File: config.mk
export PLATFORM = sky130hd
export DESIGN_NAME = regex_cpu_branching
export DESIGN_NICKNAME = d
export VERILOG_FILES = /design/src/rtl/instruction_package.sv /design/src/rtl/regex_cpu_out_fifo.sv /design/src/rtl/regex_cpu_branching.sv
export SDC_FILE = /design/constraint.sdc
export NUM_CORES = 1
export LEC_CHECK = 0
export CAP_MARGIN = 10
export CELL_PAD_IN_SITES_DETAIL_PLACEMENT = 0
export CELL_PAD_IN_SITES_GLOBAL_PLACEMENT = 2
export CORE_MARGIN = 2
export CORE_UTILIZATION = 32
export CTS_BUF_LIST = sky130_fd_sc_hd__clkbuf_8
export CTS_CLUSTER_SIZE = 12
export DETAILED_ROUTE_END_ITERATION = 7
export PLACE_DENSITY_LB_ADDON = 0.1
export SLEW_MARGIN = 20
export SYNTH_ARGS = -nofsm -noshare
export SYNTH_HDL_FRONTEND = slang
export SYNTH_SLANG_ARGS = --single-unit
File: constraint.sdc
create_clock -name clk -period 3.6 [get_ports clk]
set_input_delay 0.54 -clock clk [delete_from_list [all_inputs] [get_ports clk]]
set_output_delay 0.54 -clock clk [all_outputs]
set_load 0.1 [all_outputs]
File: src/rtl/instruction_package.sv
// ---------------------------------------------------------------------------
// instruction_package
// Shared definitions for the branching regex execution unit:
//   - OPCODE_WIDTH : width of the opcode field at the top of an instruction
//   - opcode_t     : 3-bit instruction opcodes
//   - state_t      : execution FSM states
// No ports (package).
// ---------------------------------------------------------------------------
package instruction_package;

  localparam int OPCODE_WIDTH = 3;

  typedef enum logic [OPCODE_WIDTH-1:0] {
    OP_ACCEPT      = 3'd0,
    OP_MATCH       = 3'd1,
    OP_NOT_MATCH   = 3'd2,
    OP_MATCH_ANY   = 3'd3,
    OP_JMP         = 3'd4,
    OP_SPLIT       = 3'd5,
    OP_MATCH_RANGE = 3'd6,
    OP_RESERVED    = 3'd7
  } opcode_t;

  typedef enum logic [1:0] {
    ST_IDLE   = 2'd0,
    ST_FETCH  = 2'd1,
    ST_EXEC   = 2'd2,
    ST_SPLIT2 = 2'd3
  } state_t;

endpackage

File: src/rtl/regex_cpu_out_fifo.sv
// ---------------------------------------------------------------------------
// regex_cpu_out_fifo
// Output thread FIFO of the regex execution unit. Entries are {pc, cc_id};
// the channel id sits in the low CC_ID_BITS bits of each entry.
// Ports:
//   clk, rst          clock, asynchronous active-low reset
//   push, push_data   write one entry (caller guarantees a free slot)
//   pop               remove the head entry (ignored when empty)
//   head, empty       current head entry and empty flag
//   free_slots        number of unused entries
//   ch_count[i]       number of stored entries belonging to channel i
// ---------------------------------------------------------------------------
module regex_cpu_out_fifo #(
  parameter int WIDTH      = 11,
  parameter int DEPTH_POW  = 2,
  parameter int CC_ID_BITS = 2
) (
  input  logic                 clk,
  input  logic                 rst,
  input  logic                 push,
  input  logic [WIDTH-1:0]     push_data,
  input  logic                 pop,
  output logic [WIDTH-1:0]     head,
  output logic                 empty,
  output logic [DEPTH_POW:0]   free_slots,
  output logic [DEPTH_POW:0]   ch_count [2**CC_ID_BITS]
);

  localparam int DEPTH = 2**DEPTH_POW;
  localparam int NCH   = 2**CC_ID_BITS;
  localparam logic [DEPTH_POW-1:0] PTR_ONE = 1;
  localparam logic [DEPTH_POW:0]   CNT_ONE = 1;

  logic [WIDTH-1:0]      mem_reg [DEPTH];
  logic [DEPTH_POW-1:0]  wr_ptr_reg;
  logic [DEPTH_POW-1:0]  rd_ptr_reg;
  logic [DEPTH_POW:0]    count_reg;
  logic                  do_pop;
  logic [CC_ID_BITS-1:0] push_cc;
  logic [CC_ID_BITS-1:0] head_cc;

  assign empty      = (count_reg == '0);
  assign do_pop     = pop && !empty;
  assign head       = mem_reg[rd_ptr_reg];
  assign free_slots = (DEPTH_POW+1)'(DEPTH) - count_reg;
  assign push_cc    = push_data[CC_ID_BITS-1:0];
  assign head_cc    = head[CC_ID_BITS-1:0];

  // Storage is not reset; the pointers and count define what is valid.
  always_ff @(posedge clk) begin
    if (push) begin
      mem_reg[wr_ptr_reg] <= push_data;
    end
  end

  always_ff @(posedge clk or negedge rst) begin
    if (!rst) begin
      wr_ptr_reg <= '0;
      rd_ptr_reg <= '0;
      count_reg  <= '0;
    end else begin
      if (push) begin
        wr_ptr_reg <= wr_ptr_reg + PTR_ONE;
      end
      if (do_pop) begin
        rd_ptr_reg <= rd_ptr_reg + PTR_ONE;
      end
      case ({push, do_pop})
        2'b10:   count_reg <= count_reg + CNT_ONE;
        2'b01:   count_reg <= count_reg - CNT_ONE;
        default: count_reg <= count_reg;
      endcase
    end
  end

  // Per-channel occupancy; a push and pop of the same channel cancel out.
  for (genvar gi = 0; gi < NCH; gi++) begin : g_ch
    logic [DEPTH_POW:0] cnt_reg;
    logic               inc;
    logic               dec;

    assign inc = push && (push_cc == CC_ID_BITS'(gi));
    assign dec = do_pop && (head_cc == CC_ID_BITS'(gi));
    assign ch_count[gi] = cnt_reg;

    always_ff @(posedge clk or negedge rst) begin
      if (!rst) begin
        cnt_reg <= '0;
      end else if (inc && !dec) begin
        cnt_reg <= cnt_reg + CNT_ONE;
      end else if (dec && !inc) begin
        cnt_reg <= cnt_reg - CNT_ONE;
      end
    end
  end

endmodule

File: src/rtl/regex_cpu_branching.sv
// ---------------------------------------------------------------------------
// regex_cpu_branching
// Regex execution unit with branching: takes a (pc, cc_id) thread, fetches
// one instruction, evaluates it against the channel's current character and
// pushes zero, one (MATCH*, JMP) or two (SPLIT) successor threads into an
// output FIFO. ACCEPT at end of string pulses `accepts`.
// Optional feature: define REGEX_CPU_RANGE_MATCH_EN to enable MATCH_RANGE;
// otherwise opcode 6 drops the thread like the reserved opcode.
// Ports:
//   clk, rst                         clock, asynchronous active-low reset
//   current_characters, end_of_string per-channel character / end flag
//   input_pc_valid/ready, input_pc, input_cc_id     thread input
//   memory_valid, memory_addr, memory_ready, memory_data  program fetch
//   output_pc_valid/ready, output_pc, output_cc_id  thread output
//   accepts, accepts_cc_id           accept pulse and its channel
//   running, elaborating_chars       activity status
// ---------------------------------------------------------------------------
module regex_cpu_branching
  import instruction_package::*;
#(
  parameter int PC_WIDTH              = 9,
  parameter int CC_ID_BITS            = 2,
  parameter int CHARACTER_WIDTH       = 8,
  parameter int MEMORY_WIDTH          = 20,
  parameter int MEMORY_ADDR_WIDTH     = 11,
  parameter int FIFO_WIDTH_POWER_OF_2 = 2
) (
  input  logic                                      clk,
  input  logic                                      rst,
  input  logic [(2**CC_ID_BITS)*CHARACTER_WIDTH-1:0] current_characters,
  input  logic [2**CC_ID_BITS-1:0]                  end_of_string,
  input  logic                                      input_pc_valid,
  output logic                                      input_pc_ready,
  input  logic [PC_WIDTH-1:0]                       input_pc,
  input  logic [CC_ID_BITS-1:0]                     input_cc_id,
  output logic                                      memory_valid,
  output logic [MEMORY_ADDR_WIDTH-1:0]              memory_addr,
  input  logic                                      memory_ready,
  input  logic [MEMORY_WIDTH-1:0]                   memory_data,
  output logic                                      output_pc_valid,
  input  logic                                      output_pc_ready,
  output logic [PC_WIDTH-1:0]                       output_pc,
  output logic [CC_ID_BITS-1:0]                     output_cc_id,
  output logic                                      accepts,
  output logic [CC_ID_BITS-1:0]                     accepts_cc_id,
  output logic                                      running,
  output logic [2**CC_ID_BITS-1:0]                  elaborating_chars
);

  localparam int NCH         = 2**CC_ID_BITS;
  localparam int CW          = CHARACTER_WIDTH;
  localparam int DATA_WIDTH  = MEMORY_WIDTH - OPCODE_WIDTH;
  localparam int ENTRY_WIDTH = PC_WIDTH + CC_ID_BITS;
  localparam logic [PC_WIDTH-1:0] PC_ONE = 1;

  if (MEMORY_ADDR_WIDTH < PC_WIDTH) begin : g_addr_check
    $error("MEMORY_ADDR_WIDTH must be >= PC_WIDTH");
  end
`ifdef REGEX_CPU_RANGE_MATCH_EN
  if (DATA_WIDTH < 2*CHARACTER_WIDTH) begin : g_range_check
    $error("range match needs MEMORY_WIDTH-3 >= 2*CHARACTER_WIDTH");
  end
`endif

  state_t                  state_reg, state_next;
  logic [PC_WIDTH-1:0]     pc_reg;
  logic [CC_ID_BITS-1:0]   cc_reg;
  logic [PC_WIDTH-1:0]     target_reg;
  logic                    accepts_reg;
  logic [CC_ID_BITS-1:0]   accepts_cc_reg;

  logic [CW-1:0]           chars [NCH];
  logic [CW-1:0]           cur_char;
  logic                    cur_eos;
  opcode_t                 opcode;
  logic [DATA_WIDTH-1:0]   data;
  logic [PC_WIDTH-1:0]     pc_inc;
  logic                    range_hit;
  logic                    push;
  logic [PC_WIDTH-1:0]     push_pc;
  logic                    accept_hit;

  logic [ENTRY_WIDTH-1:0]  fifo_head;
  logic                    fifo_empty;
  logic [FIFO_WIDTH_POWER_OF_2:0] free_slots;
  logic [FIFO_WIDTH_POWER_OF_2:0] ch_count [NCH];
  logic                    unused_data_bits;

  for (genvar gi = 0; gi < NCH; gi++) begin : g_chars
    assign chars[gi] = current_characters[gi*CW +: CW];
  end

  assign cur_char = chars[cc_reg];
  assign cur_eos  = end_of_string[cc_reg];
  assign opcode   = opcode_t'(memory_data[MEMORY_WIDTH-1 -: OPCODE_WIDTH]);
  assign data     = memory_data[DATA_WIDTH-1:0];
  assign pc_inc   = pc_reg + PC_ONE;
  assign unused_data_bits = ^data;

`ifdef REGEX_CPU_RANGE_MATCH_EN
  assign range_hit = (data[CW-1:0] <= cur_char) && (cur_char <= data[2*CW-1:CW]);
`else
  assign range_hit = 1'b0;
`endif

  // Two free slots are reserved before accepting a thread so a SPLIT can
  // always push both successors without checking FIFO space.
  assign input_pc_ready = (state_reg == ST_IDLE) &&
                          (free_slots >= (FIFO_WIDTH_POWER_OF_2+1)'(2));
  assign memory_valid   = (state_reg == ST_FETCH);
  assign memory_addr    = MEMORY_ADDR_WIDTH'(pc_reg);

  always_comb begin
    state_next = state_reg;
    push       = 1'b0;
    push_pc    = pc_inc;
    accept_hit = 1'b0;
    case (state_reg)
      ST_IDLE: begin
        if (input_pc_valid && input_pc_ready) state_next = ST_FETCH;
      end
      ST_FETCH: begin
        if (memory_ready) state_next = ST_EXEC;
      end
      ST_EXEC: begin
        state_next = ST_IDLE;
        case (opcode)
          OP_ACCEPT:      accept_hit = cur_eos;
          OP_MATCH:       push = !cur_eos && (cur_char == data[CW-1:0]);
          OP_NOT_MATCH:   push = !cur_eos && (cur_char != data[CW-1:0]);
          OP_MATCH_ANY:   push = !cur_eos;
          OP_JMP: begin
            push    = 1'b1;
            push_pc = data[PC_WIDTH-1:0];
          end
          OP_SPLIT: begin
            push       = 1'b1;
            state_next = ST_SPLIT2;
          end
          OP_MATCH_RANGE: push = !cur_eos && range_hit;
          default:        push = 1'b0;
        endcase
      end
      ST_SPLIT2: begin
        push       = 1'b1;
        push_pc    = target_reg;
        state_next = ST_IDLE;
      end
      default: state_next = ST_IDLE;
    endcase
  end

  always_ff @(posedge clk or negedge rst) begin
    if (!rst) begin
      state_reg      <= ST_IDLE;
      pc_reg         <= '0;
      cc_reg         <= '0;
      target_reg     <= '0;
      accepts_reg    <= 1'b0;
      accepts_cc_reg <= '0;
    end else begin
      state_reg   <= state_next;
      accepts_reg <= accept_hit;
      if (state_reg == ST_IDLE && input_pc_valid && input_pc_ready) begin
        pc_reg <= input_pc;
        cc_reg <= input_cc_id;
      end
      // memory_data is only valid during EXEC; keep the SPLIT target.
      if (state_reg == ST_EXEC) begin
        target_reg <= data[PC_WIDTH-1:0];
      end
      if (accept_hit) begin
        accepts_cc_reg <= cc_reg;
      end
    end
  end

  regex_cpu_out_fifo #(
    .WIDTH      (ENTRY_WIDTH),
    .DEPTH_POW  (FIFO_WIDTH_POWER_OF_2),
    .CC_ID_BITS (CC_ID_BITS)
  ) u_out_fifo (
    .clk        (clk),
    .rst        (rst),
    .push       (push),
    .push_data  ({push_pc, cc_reg}),
    .pop        (output_pc_ready),
    .head       (fifo_head),
    .empty      (fifo_empty),
    .free_slots (free_slots),
    .ch_count   (ch_count)
  );

  // Head is masked while empty so the output reads zero after reset.
  assign output_pc_valid = !fifo_empty;
  assign {output_pc, output_cc_id} = fifo_empty ? '0 : fifo_head;
  assign accepts         = accepts_reg;
  assign accepts_cc_id   = accepts_cc_reg;
  assign running         = (state_reg != ST_IDLE) || !fifo_empty;

  for (genvar gi = 0; gi < NCH; gi++) begin : g_elab
    assign elaborating_chars[gi] =
      ((state_reg != ST_IDLE) && (cc_reg == CC_ID_BITS'(gi))) || (ch_count[gi] != '0);
  end

endmodule

-- Word level (Yosys, flattened, before mapping)
Memories as Yosys holds them, arrays and structs flattened.
Index checks and enable logic that the tools add are counted.
- memory bits (writable): 44
- memories kept: 1
- register bits: 44
- bits of input ports: 72
- word-level logic and storage cells: 138
- output and inout bits: 33
- memory list (memory ; words ; bits a word ; rd ports ; clocked after Yosys merged registers in ; wr ports ; line ; source):
    u_out_fifo.mem_reg ; 4 ; 11 ; 1 ; 0 ; 1 ; regex_cpu_out_fifo.sv:34 ; logic [WIDTH-1:0] mem_reg [DEPTH];
- eq/ne operators: 20
- reduce and logical (&&, ||, !) cells: 59
- $add $sub $neg: 14
- multiplexer cells: 27
- $lt $le $gt $ge: 3
- bitwise logic cells: 1
- operator list (cell ; number):
    $logic_and 1x1->1 ; 27
    $mux 3 ; 8
    $pmux 9 s2 ; 1
    $bmux 8 s2 ; 1
    $mux 8 ; 2
    $add 3x1->3 const B ; 5
    $sub 3x1->3 const B ; 5
    $eq 2x2->1 const B ; 7
    $reduce_bool 2->1 ; 6
    $reduce_bool 3->1 ; 4
    $mux 11 ; 1
    $logic_not 1->1 ; 10
    $add 9x1->9 const B ; 1
    $mux 9 ; 1
    $eq 2x1->1 const B ; 4
    $eq 8x8->1 ; 1
    $ne 8x8->1 ; 1
    $pmux 2 s4 ; 1
    $eq 3x2->1 const B ; 2
    $eq 3x3->1 const B ; 2
    $logic_not 2->1 ; 3
    $logic_not 3->1 ; 2
    $mux 2 ; 3
    $pmux 3 s2 ; 1
    15 further kinds ; 25

-- Longest topological paths before layout
Gate-level depths: netlist of the first run.
- depth in word-level cells: 13
- mapped depth: 14
- mapped depth without buffers: 12

-- By module
A second synthesis of the first run with hierarchy kept.
- cells, all modules: 322
- area total of the unflattened synthesis: 4470.5 um^2
- by module, submodules not included (module ; sequential area each (um^2) ; instances ; cells an instance ; area an instance (um^2)):
    regex_cpu_out_fifo ; 1796.7 ; 1 ; 153 ; 2690.1
    regex_cpu_branching ; 625.6 ; 1 ; 169 ; 1780.5

-- Worst setup path after synthesis of the first run
Ideal clock, no wire load.
- path type: flip-flop to output port
- from: reg cc_reg[1]
- to: out elaborating_chars[2]
- required time: 3.060 ns
- path slack: -0.095 ns
- stages on the path, launching flop included: 5
- data arrival time: 3.155 ns
- buffers on the path: 2
- cell sequence: dfrtp_1 > clkbuf_1 > clkbuf_1 > nand2b_1 > o21ai_0
- longest elaborated chain between the ends: 3
- ends and longest elaborated chain (element ; line ; source):
    start, declared ; regex_cpu_branching.sv:67 ; logic [CC_ID_BITS-1:0] cc_reg;
    start signal, assigned ; regex_cpu_branching.sv:166 ; cc_reg <= input_cc_id;
    $eq 2x2->1 ; regex_cpu_branching.sv:203 ; ((state_reg != ST_IDLE) && (cc_reg == CC_ID_BITS'(gi))) || (ch_count[gi] != '0);
    $logic_and 1x1->1 ; regex_cpu_branching.sv:203 ;
    $logic_or 1x1->1 ; regex_cpu_branching.sv:203 ;
    end, declared ; regex_cpu_branching.sv:47 ; output logic [2**CC_ID_BITS-1:0] elaborating_chars
Every way passes these cells.

-- Worst setup path after layout of the first run
- from: reg cc_reg[0]
- to: reg u_out_fifo.g_ch[0].cnt_reg[2]
- longest elaborated chain between the ends: 12
- elaborated cells on any way between the ends: 20
- classes of those cells: 2 x eq/ne; 8 x mux; 1 x bitwise; 9 x reduce/logical
- ends and longest elaborated chain (element ; line ; source):
    $not 2->3 (implied by the code) ; regex_cpu_branching.sv:93 ; assign cur_char = chars[cc_reg];
    $bmux 8 s2 ; regex_cpu_branching.sv:93 ;
    $mux 8 (implied by the code) (2 in series) ; regex_cpu_branching.sv:93 ;
    $ne 8x8->1 or $eq 8x8->1 (tied branches) ; regex_cpu_branching.sv:130, regex_cpu_branching.sv:129 ;
    $logic_and 1x1->1, on equally long branches ; regex_cpu_branching.sv:130, regex_cpu_branching.sv:129 ;
    $pmux 1 s4 ; regex_cpu_branching.sv:127 ; case (opcode)
    $pmux 1 s2 ; regex_cpu_branching.sv:118 ; case (state_reg)
    $logic_and 1x1->1 * ; regex_cpu_out_fifo.sv:82 ; assign inc = push && (push_cc == CC_ID_BITS'(gi));
    $logic_not 1->1 ; regex_cpu_out_fifo.sv:91 ; end else if (dec && !inc) begin
    $logic_and 1x1->1 ; regex_cpu_out_fifo.sv:91 ;
    $reduce_bool 2->1 (no line) ; n/a ;
    end signal, assigned ; regex_cpu_out_fifo.sv:90 ; cnt_reg <= cnt_reg + CNT_ONE;
    end signal, assigned ; regex_cpu_out_fifo.sv:92 ; cnt_reg <= cnt_reg - CNT_ONE;
    end, declared ; regex_cpu_out_fifo.sv:78 ; logic [DEPTH_POW:0] cnt_reg;
Mark *: on every way between the ends. The rest lies on a longest branch, timed or not. The select of a mux whose other input is x is not followed.
A chain may end at the register's enable or synchronous reset.

==> out/metrics.cfg, run 1 <==
[status]
outcome=finished, final reports clean

[floorplanning]
core_area_um2=13930
initial_core_util_pct=32.89
die_w_um=123.7
rows=43
pin_count=105
die_h_um=123.7
dieArea_um2=15300

[worst_setup_path]
crit_top_cell=xor2_1
crit_type=register to register
worstPathRequired_ns=3.89
worst-path-max-fanout=12
critical_path.max_stage_delay_ns=0.57
worstPathCellList=buf_12 -> buf_4 -> mux4_2 -> o211a_1 -> or4_4 -> a211oi_2 -> ha_1 -> inv_1 -> fa_1 -> xor2_1 -> nor2_1 -> xor2_1
worst_setup_path_end_kind=register
cpMaxStageDelayCell=mux4_2
worst_setup_path_start_kind=register
crit_arrival_ns=3.71

[timing]
rsz0062_at_grt=false
tightest_slew_ns=1.017
finClkSkew_ns=0.01566
maxSlewHeadroom_pct=32.00
final_min_period_over_clock_period_pct=94.83
final.setup.worst_slack_ns=0.1861
finalSetupViolations=0
drv_slew=0
hold_viol=0
period_minus_slack_ns=3.414
timing.fmax_ghz=0.2929

[clocking]
cts_made_buffers=9
clk_pin_slew_ns=0.11
cts.htree.levels=3
cts.sinks=88
clkLatencyLatePin_ns=0.37
tritoncts=done
clockBufferDepth=2
root_buffer=clkbuf_8
post_cts_buffers=0

[grt]
grt_pass1_wl_um=16640
antenna_found_initial=1
grt_max_degree=27
grtUsageTotal_pct=14.58
grt-ovfl-total=0
grt_pass1_vias=3174

[layout]
largest_reg_flops=44
final_area_um2=5998
antennaDiodeCount=0
area_growth_pct=30.88
fin_util_pct=43.05
fill_cells=1372
drive_gt1_share_pct=24.23
nNetsFinal=539

[yosys]
synth_edf_count=44
yosysTopAreaCell=edfxtp_1
yosysSeqAreaShare_pct=52.85
avgSynthCellArea_um2=13.56
yosysWarnings=0
synthDistinctLibCells=49
synth_top_area_share_pct=28.83
ys_ff_latch=88
ys_top_cells_by_count=44 x dfrtp_1, 44 x edfxtp_1, 26 x mux2_2, 19 x mux4_2
synthArstFlopShare_pct=50.00
syn-instance-count=338
ys.flop_type=edfxtp_1
syn_area_um2=4583
netlist_top_cells_area=edfxtp_1 29%, dfrtp_1 24%, mux4_2 9.3%

[place]
place_area_um2=5799
dp_hpwl_um=7851
routabilityCongestion=0.7062
io_buffers=94
dp_slack_ns=-0.3096

[min_path]
holdCritPathClass=input pin to asynchronous set/reset pin

[routing]
via_count=3062
via_per_inst=4.830
detail-route-antenna-nets=0
drc=0
firstDrtPassIters=4
routedWlPerCell_um=16.23
drt_iter0_markers=101
wirelength_um=10290

[run]
cap_viol_max_count=0

cells by family (layout without fill, tap and decap cells):
family / after synthesis / after routing / share of synthesized area [%]
compound gates: 46 / 46 / 6.798
simple gates: 72 / 72 / 8.518
fa+ha+maj: 18 / 18 / 5.733
flops: 88 / 88 / 52.85
other cells: 1 / 2 / 0.08182
xor+xnor: 32 / 32 / 6.115
buf+inv: 34 / 149 / 3.385
mux: 47 / 47 / 16.52
cells in the final DEF (no fill, tap or decap), drive strengths merged, types with 13 or more instances in the layout:
cell type / count
and2: 13
buf: 44
clkdlybuf4s50: 74
dfrtp: 44
edfxtp: 44
ha: 13
inv: 19
mux2: 26
mux4: 20
nand2: 14
o21ai: 15
xnor2: 16
xor2: 16
cell type report:
class                           count  area [µm²]  area share (%)
Sequential cell                    88        2422           40.38
Clock inverter                      7       71.32           1.189
Tap cell                          180       225.2           3.755
Multi-Input combinational cell    217        2018           33.65
Clock buffer                        9       123.9           2.065
Inverter                           15       56.30          0.9387
Timing Repair Buffer              118        1081           18.02
critical path: cells and delay by family, from the launching register on:
family / cells / cell delay, ns
compound gates: 2 / 0.51
xor+xnor: 2 / 0.30
fa+ha+maj: 2 / 0.57
buf+inv: 3 / 0.42
flops: 1 / 0.39
mux: 1 / 0.57
simple gates: 2 / 0.59
path summary, 6_finish.rpt:
path	slack, ns	endpoint	from	depth (start not counted)
worst max-delay path	0.19	u_out_fifo.g_ch[0].cnt_reg[2]	cc_reg[0]	12
worst min-delay path	0.11	pc_reg[4]	rst	1
worst max register to register	0.19	u_out_fifo.g_ch[0].cnt_reg[2]	cc_reg[0]	12
worst min register to register	0.47	u_out_fifo.g_ch[1].cnt_reg[2]	u_out_fifo.g_ch[1].cnt_reg[2]	1
max in group asynchronous	2.74	u_out_fifo.g_ch[3].cnt_reg[2]	rst	2
min in group clk	0.47	u_out_fifo.g_ch[1].cnt_reg[2]	u_out_fifo.g_ch[1].cnt_reg[2]	1
per-layer routing:
metal,share of wire (%),routed length (µm),GRT usage (%),vias to the layer above
li1,-,-,-,1457
met1,46,4726,19.21,1503
met2,47,4801,23.73,94
met3,6.2,643,3.800,8
met4,1.1,118,4.261,0
met5,0,0,0,-
stage by stage:
step / hold slack, ns / setup TNS (ns) / cells
finish: 0.1085 / 0 / 634
global route: 0.1289 / 0 / 634
global placement: 0.4613 / -1.973 / 618
detailed placement: 0.4622 / -2.267 / 618
CTS: 0.1203 / 0 / 634
floorplan: 0.2444 / 0 / 339
what timing repair did:
| action | in CTS | in global routing |
|---|---|---|
| resized for setup | 0 | 1 |
| hold buffers | 0 | 0 |
| endpoints found under the setup margin | 0 | 5 |
Power of run 1 is not shown: default switching activity piles up to over one toggle a cycle in this logic, so the estimate is an artifact.
==> run 2: changes to the inputs <==
--- a/config.mk
+++ b/config.mk
@@ -10,11 +10,12 @@
 export CELL_PAD_IN_SITES_GLOBAL_PLACEMENT = 2
 export CORE_MARGIN = 2
 export CORE_UTILIZATION = 32
-export CTS_BUF_LIST = sky130_fd_sc_hd__clkbuf_8
+export CTS_BUF_LIST = sky130_fd_sc_hd__clkbuf_4
 export CTS_CLUSTER_SIZE = 12
 export DETAILED_ROUTE_END_ITERATION = 7
 export PLACE_DENSITY_LB_ADDON = 0.1
 export SLEW_MARGIN = 20
 export SYNTH_ARGS = -nofsm -noshare
 export SYNTH_HDL_FRONTEND = slang
+export SYNTH_HIERARCHICAL = 1
 export SYNTH_SLANG_ARGS = --single-unit
==> out/metrics.cfg, run 2 <==
[status]
outcome=finished, final reports clean

[grt]
grt-ovfl-total=0  ; unchanged
grt_pass1_wl_um=16940  ; +1.8%
grtUsageTotal_pct=15.23  ; +0.65 points
grt_pass1_vias=3130  ; -1.4%
grt_max_degree=28  ; +3.7%
antenna_found_initial=0  ; -1

[worst_setup_path]
reg2regPathDepth=16  ; +4
worst-path-max-fanout=6  ; -6
crit_type=register to register
critical_path.max_stage_delay_ns=0.54  ; -0.03 ns
r2r_start=cc_reg[0]
worst-path-buf-inv=4  ; +1
crit_top_cell=xor2_1
worst_setup_path_start_kind=register
rrSetupSlack_ns=0.14  ; -0.05 ns
worstPathCellList=buf_6 -> mux4_2 -> xor2_1 -> nor4_2 -> nand2_1 -> mux2i_1 -> o41ai_2 -> buf_4 -> buf_6 -> and3_4 -> ha_4 -> inv_2 -> fa_2 -> xor2_1 -> nor2_1 -> xor2_1
worstPathRequired_ns=3.96  ; +0.07 ns
cpMaxStageDelayCell=mux4_2
r2r-end=u_out_fifo/g_ch[3].cnt_reg[2]
crit_arrival_ns=3.82  ; +0.11 ns
worst_setup_path_end_kind=register
crit_family=simple AND/OR/NAND/NOR gates

[routing]
routedWlPerCell_um=16.79  ; +3.5%
firstDrtPassIters=4  ; unchanged
drc=0  ; unchanged
via_per_inst=4.692  ; -2.8%
via_count=2956  ; -3.5%
drt_iter0_markers=104  ; +3.0%
detail-route-antenna-nets=0  ; unchanged
wirelength_um=10580  ; +2.8%

[clocking]
postCtsHoldBufs=0  ; unchanged
cts.htree.levels=3  ; unchanged
root_buffer=clkbuf_4
cts.sinks=88  ; unchanged
clk_pin_slew_ns=0.18  ; +0.07 ns
tritoncts=done
cts_made_buffers=9  ; unchanged
clockBufferDepth=2  ; unchanged
clkLatencyLatePin_ns=0.45  ; +0.08 ns

[layout]
mostFrequentLayoutCells=74 x clkdlybuf4s50_1, 44 x dfrtp_1, 44 x edfxtp_1
drive_gt1_share_pct=29.33  ; +5.1 points
final_area_um2=5998  ; unchanged
antennaDiodeCount=0  ; unchanged
area_growth_pct=34.40
final_common_cell=clkdlybuf4s50_1
largest_reg_flops=44  ; unchanged
nNetsFinal=534  ; -0.93%
instances_no_fill=630  ; -0.63%

[run]
cap_viol_max_count=0  ; unchanged

[place]
io_buffers=94  ; unchanged
dp_slack_ns=-0.5713  ; -0.2617 ns
dp_hpwl_um=7855  ; about the same
routabilityCongestion=0.7210  ; +2.1%
dp_cells=609  ; -1.5%
place_area_um2=5747  ; -0.91%

[floorplanning]
die_h_um=122.1  ; -1.3%
die_w_um=122.1  ; -1.3%
pin_count=105  ; unchanged
rows=43  ; unchanged
initial_core_util_pct=32.40  ; -0.49 points
core_area_um2=13770  ; -1.2%
dieArea_um2=14910  ; -2.5%

[yosys]
yosysWarnings=6  ; +6
syn-instance-count=321  ; -5.0%
avgSynthCellArea_um2=13.90  ; +2.5%
syn_area_um2=4463  ; -2.6%

[timing]
finalSetupViolations=0  ; unchanged
rsz0062_at_grt=true
finClkSkew_ns=0.02849  ; +0.01283 ns
fin_hold_ws_ns=0.08045  ; -0.02804 ns
maxSlewHeadroom_pct=33.69  ; +1.7 points
period_minus_slack_ns=3.462  ; +0.04765 ns
timing.fmax_ghz=0.2889  ; -1.4%
hold_viol=0  ; unchanged
final.setup.worst_slack_ns=0.1385  ; -0.04765 ns
tightest_slew_ns=0.9915  ; -0.02532 ns
final_min_period_over_clock_period_pct=96.15  ; +1.3 points
drv_slew=0  ; unchanged

[min_path]
holdCritPathClass=input pin to asynchronous set/reset pin

[run 2: cell type report]
class / instances / area [µm²]
fill: 1328 / 7775
clock buffer: 9 / 67.56
multi-input combinational: 202 / 1924
tap: 180 / 225.2
sequential: 88 / 2422
inverter: 18 / 67.56
timing repair buffer: 126 / 1202
clock inverter: 7 / 88.84
[run 2: repair_timing]
item                       CTS  global route
buffers inserted             3             2
pin swaps                   11            12
resized for setup           18             7
setup endpoints to repair    6            10
[run 2: stage by stage]
stage / TNS (ns) / util (%)
6_report: 0 / 43.55
3_5_place_dp: -4.368 / 41.72
4_1_cts: -0.4297 / 43.22
2_1_floorplan: 0 / -
3_3_place_gp: -3.477 / 41.72
5_1_grt: -0.3731 / 43.55
[run 2: worst max path at each step]
stage,slack [ns],endpoint,start,cells past startpoint
2_1_floorplan,0.01,u_out_fifo/g_ch[2].cnt_reg[2],cc_reg[0],17
3_3_place_gp,-0.46,u_out_fifo/g_ch[2].cnt_reg[2],current_characters[9],16
3_5_place_dp,-0.57,u_out_fifo/g_ch[2].cnt_reg[2],current_characters[1],16
4_1_cts,-0.1,u_out_fifo/g_ch[1].cnt_reg[2],cc_reg[0],17
5_1_grt,-0.1,u_out_fifo/g_ch[0].cnt_reg[2],cc_reg[0],16
6_report,0.14,u_out_fifo/g_ch[3].cnt_reg[2],cc_reg[0],16
[run 2: per-layer routing]
layer	share of wire, %	global-route usage, %
met1	44	20.39
met2	48	24.09
met3	6.2	3.839
met4	1.5	5.316
met5	0	0
Power of run 2 is left out for the same reason.
==> run 3: changes to the inputs <==
--- a/config.mk
+++ b/config.mk
@@ -8,7 +8,6 @@
 export CAP_MARGIN = 10
 export CELL_PAD_IN_SITES_DETAIL_PLACEMENT = 0
 export CELL_PAD_IN_SITES_GLOBAL_PLACEMENT = 2
-export CORE_MARGIN = 2
 export CORE_UTILIZATION = 32
 export CTS_BUF_LIST = sky130_fd_sc_hd__clkbuf_4
 export CTS_CLUSTER_SIZE = 12
==> out/metrics.cfg, run 3 (synthesis results as in run 2) <==
[worst_setup_path]
worst_setup_path_start_kind=register
startpoint=cc_reg[0]
crit_arrival_ns=3.91  ; +0.09 ns
crit_type=register to register
r2r_start=cc_reg[0]
worstPathRequired_ns=3.99  ; +0.03 ns
worst-path-max-fanout=7  ; +1
worst_setup_path_end_kind=register

[grt]
grtUsageTotal_pct=16.73  ; +1.5 points
grt-ovfl-total=0  ; unchanged
grt_max_degree=36  ; +29%
grt_pass1_wl_um=17750  ; +4.8%
antenna_found_initial=1  ; +1
grt_pass1_vias=3208  ; +2.5%

[timing]
drv_slew=0  ; unchanged
finClkSkew_ns=0.01261  ; -0.01588 ns
timing.fmax_ghz=0.2845  ; -1.5%
maxSlewHeadroom_pct=33.74  ; +0.052 points
tightest_slew_ns=0.9908  ; -0.0007704 ns
rsz0062_at_grt=true
finalSetupViolations=0  ; unchanged
hold_viol=0  ; unchanged
period_minus_slack_ns=3.515  ; +0.05328 ns
final_min_period_over_clock_period_pct=97.63  ; +1.5 points

[routing]
detail-route-antenna-nets=0  ; unchanged
via_count=3057  ; +3.4%
firstDrtPassIters=4  ; unchanged
wirelength_um=11080  ; +4.8%
via_per_inst=4.860  ; +3.6%
routedWlPerCell_um=17.62  ; +4.9%
drc=0  ; unchanged
drt_iter0_markers=144  ; +38%

[floorplanning]
core_area_um2=13400  ; -2.7%
initial_core_util_pct=33.31  ; +0.90 points
die_h_um=120.1  ; -1.6%
dieArea_um2=14420  ; -3.2%
die_w_um=120.1  ; -1.6%
rows=42  ; -2.3%
pin_count=105  ; unchanged

[clocking]
root_buffer=clkbuf_4
clkLatencyLatePin_ns=0.46  ; about the same
clk_pin_slew_ns=0.14  ; -0.04 ns
clockBufferDepth=2  ; unchanged
cts.htree.levels=3  ; unchanged
tritoncts=done
cts.sinks=88  ; unchanged
cts_made_buffers=9  ; unchanged

[min_path]
holdCritPathClass=input pin to asynchronous set/reset pin

[layout]
final_common_cell=clkdlybuf4s50_1
mostFrequentLayoutCells=74 x clkdlybuf4s50_1, 47 x buf_4, 44 x edfxtp_1
fill_cells=1287  ; -3.1%
drive_gt1_share_pct=28.76  ; -0.57 points
multiInputGateArea_um2=1921  ; -0.20%
largest_reg_flops=44  ; unchanged
nNetsFinal=536  ; +0.37%
fin_util_pct=44.65  ; +1.1 points
seq_area_um2=2424  ; about the same
area_growth_pct=34.06

[place]
dp_hpwl_um=8253  ; +5.1%
routabilityCongestion=0.7140  ; -0.97%
io_buffers=94  ; unchanged

[status]
outcome=finished, final reports clean

[run]
cap_viol_max_count=0  ; unchanged

[run 3: path summary, 6_finish.rpt]
path | to | slack (ns) | cells past startpoint
max in group asynchronous | pc_reg[1] | 2.75 | 2
min in group clk | u_out_fifo/g_ch[1].cnt_reg[2] | 0.47 | 1
worst max register to register | u_out_fifo/g_ch[0].cnt_reg[2] | 0.09 | 16
worst min-delay path | u_out_fifo/count_reg[1] | 0.18 | 1
worst min register to register | u_out_fifo/g_ch[1].cnt_reg[2] | 0.47 | 1
worst max-delay path | u_out_fifo/g_ch[0].cnt_reg[2] | 0.09 | 16
[run 3: stage by stage]
| step | hold slack (ns) | setup WS [ns] | setup TNS, ns | cell area (µm²) | instances |
|---|---|---|---|---|---|
| detailed placement | 0.4611 | -0.6336 | -5.250 | 5729 | 605 |
| floorplan | 0.2444 | 0.01249 | 0 | 4471 | 322 |
| global route | 0.2213 | -0.1254 | -0.6840 | 5983 | 629 |
| CTS | 0.1767 | -0.06588 | -0.1436 | 5938 | 623 |
| finish | 0.1795 | 0.08520 | 0 | 5983 | 629 |
| global placement | 0.4524 | -0.6343 | -4.755 | 5729 | 605 |
[run 3: area by class of cell]
type,count,share of cell area [%]
Clock inverter,6,1.171
Multi-Input combinational cell,202,32.10
Clock buffer,10,1.255
Antenna cell,1,0.04182
Sequential cell,88,40.51
Timing Repair Buffer,128,20.08
Tap cell,176,3.680
Inverter,18,1.171
[run 3: worst max-delay path: stages, from the launching register on]
cell,delay (ns)
dfrtp_2,0.48
buf_4,0.14
mux4_2,0.51
xor2_1,0.16
nor4_1,0.32
nand2_1,0.11
mux2i_1,0.14
o41ai_2,0.20
buf_4,0.19
inv_4,0.05
nor3_4,0.17
ha_2,0.21
inv_2,0.04
fa_2,0.34
xor2_1,0.14
nor2_1,0.12
xor2_1,0.14
[run 3: routing by layer]
layer	vias to the layer above	track usage (%)	part of all wire (%)
met5	-	0	0
met4	0	6.563	1.5
met3	10	3.850	4.3
met2	73	26.19	48
met1	1539	22.41	46
li1	1435	-	-
[run 3: timing repair]
action                                 in CTS  in global routing
resized for setup                          17                  6
pin swaps                                  16                  4
hold buffers                                0                  0
setup endpoints to repair                  10                  9
buffers inserted                            2                  5
endpoints found under the hold margin       0                  0
Power of run 3 is left out for the same reason.
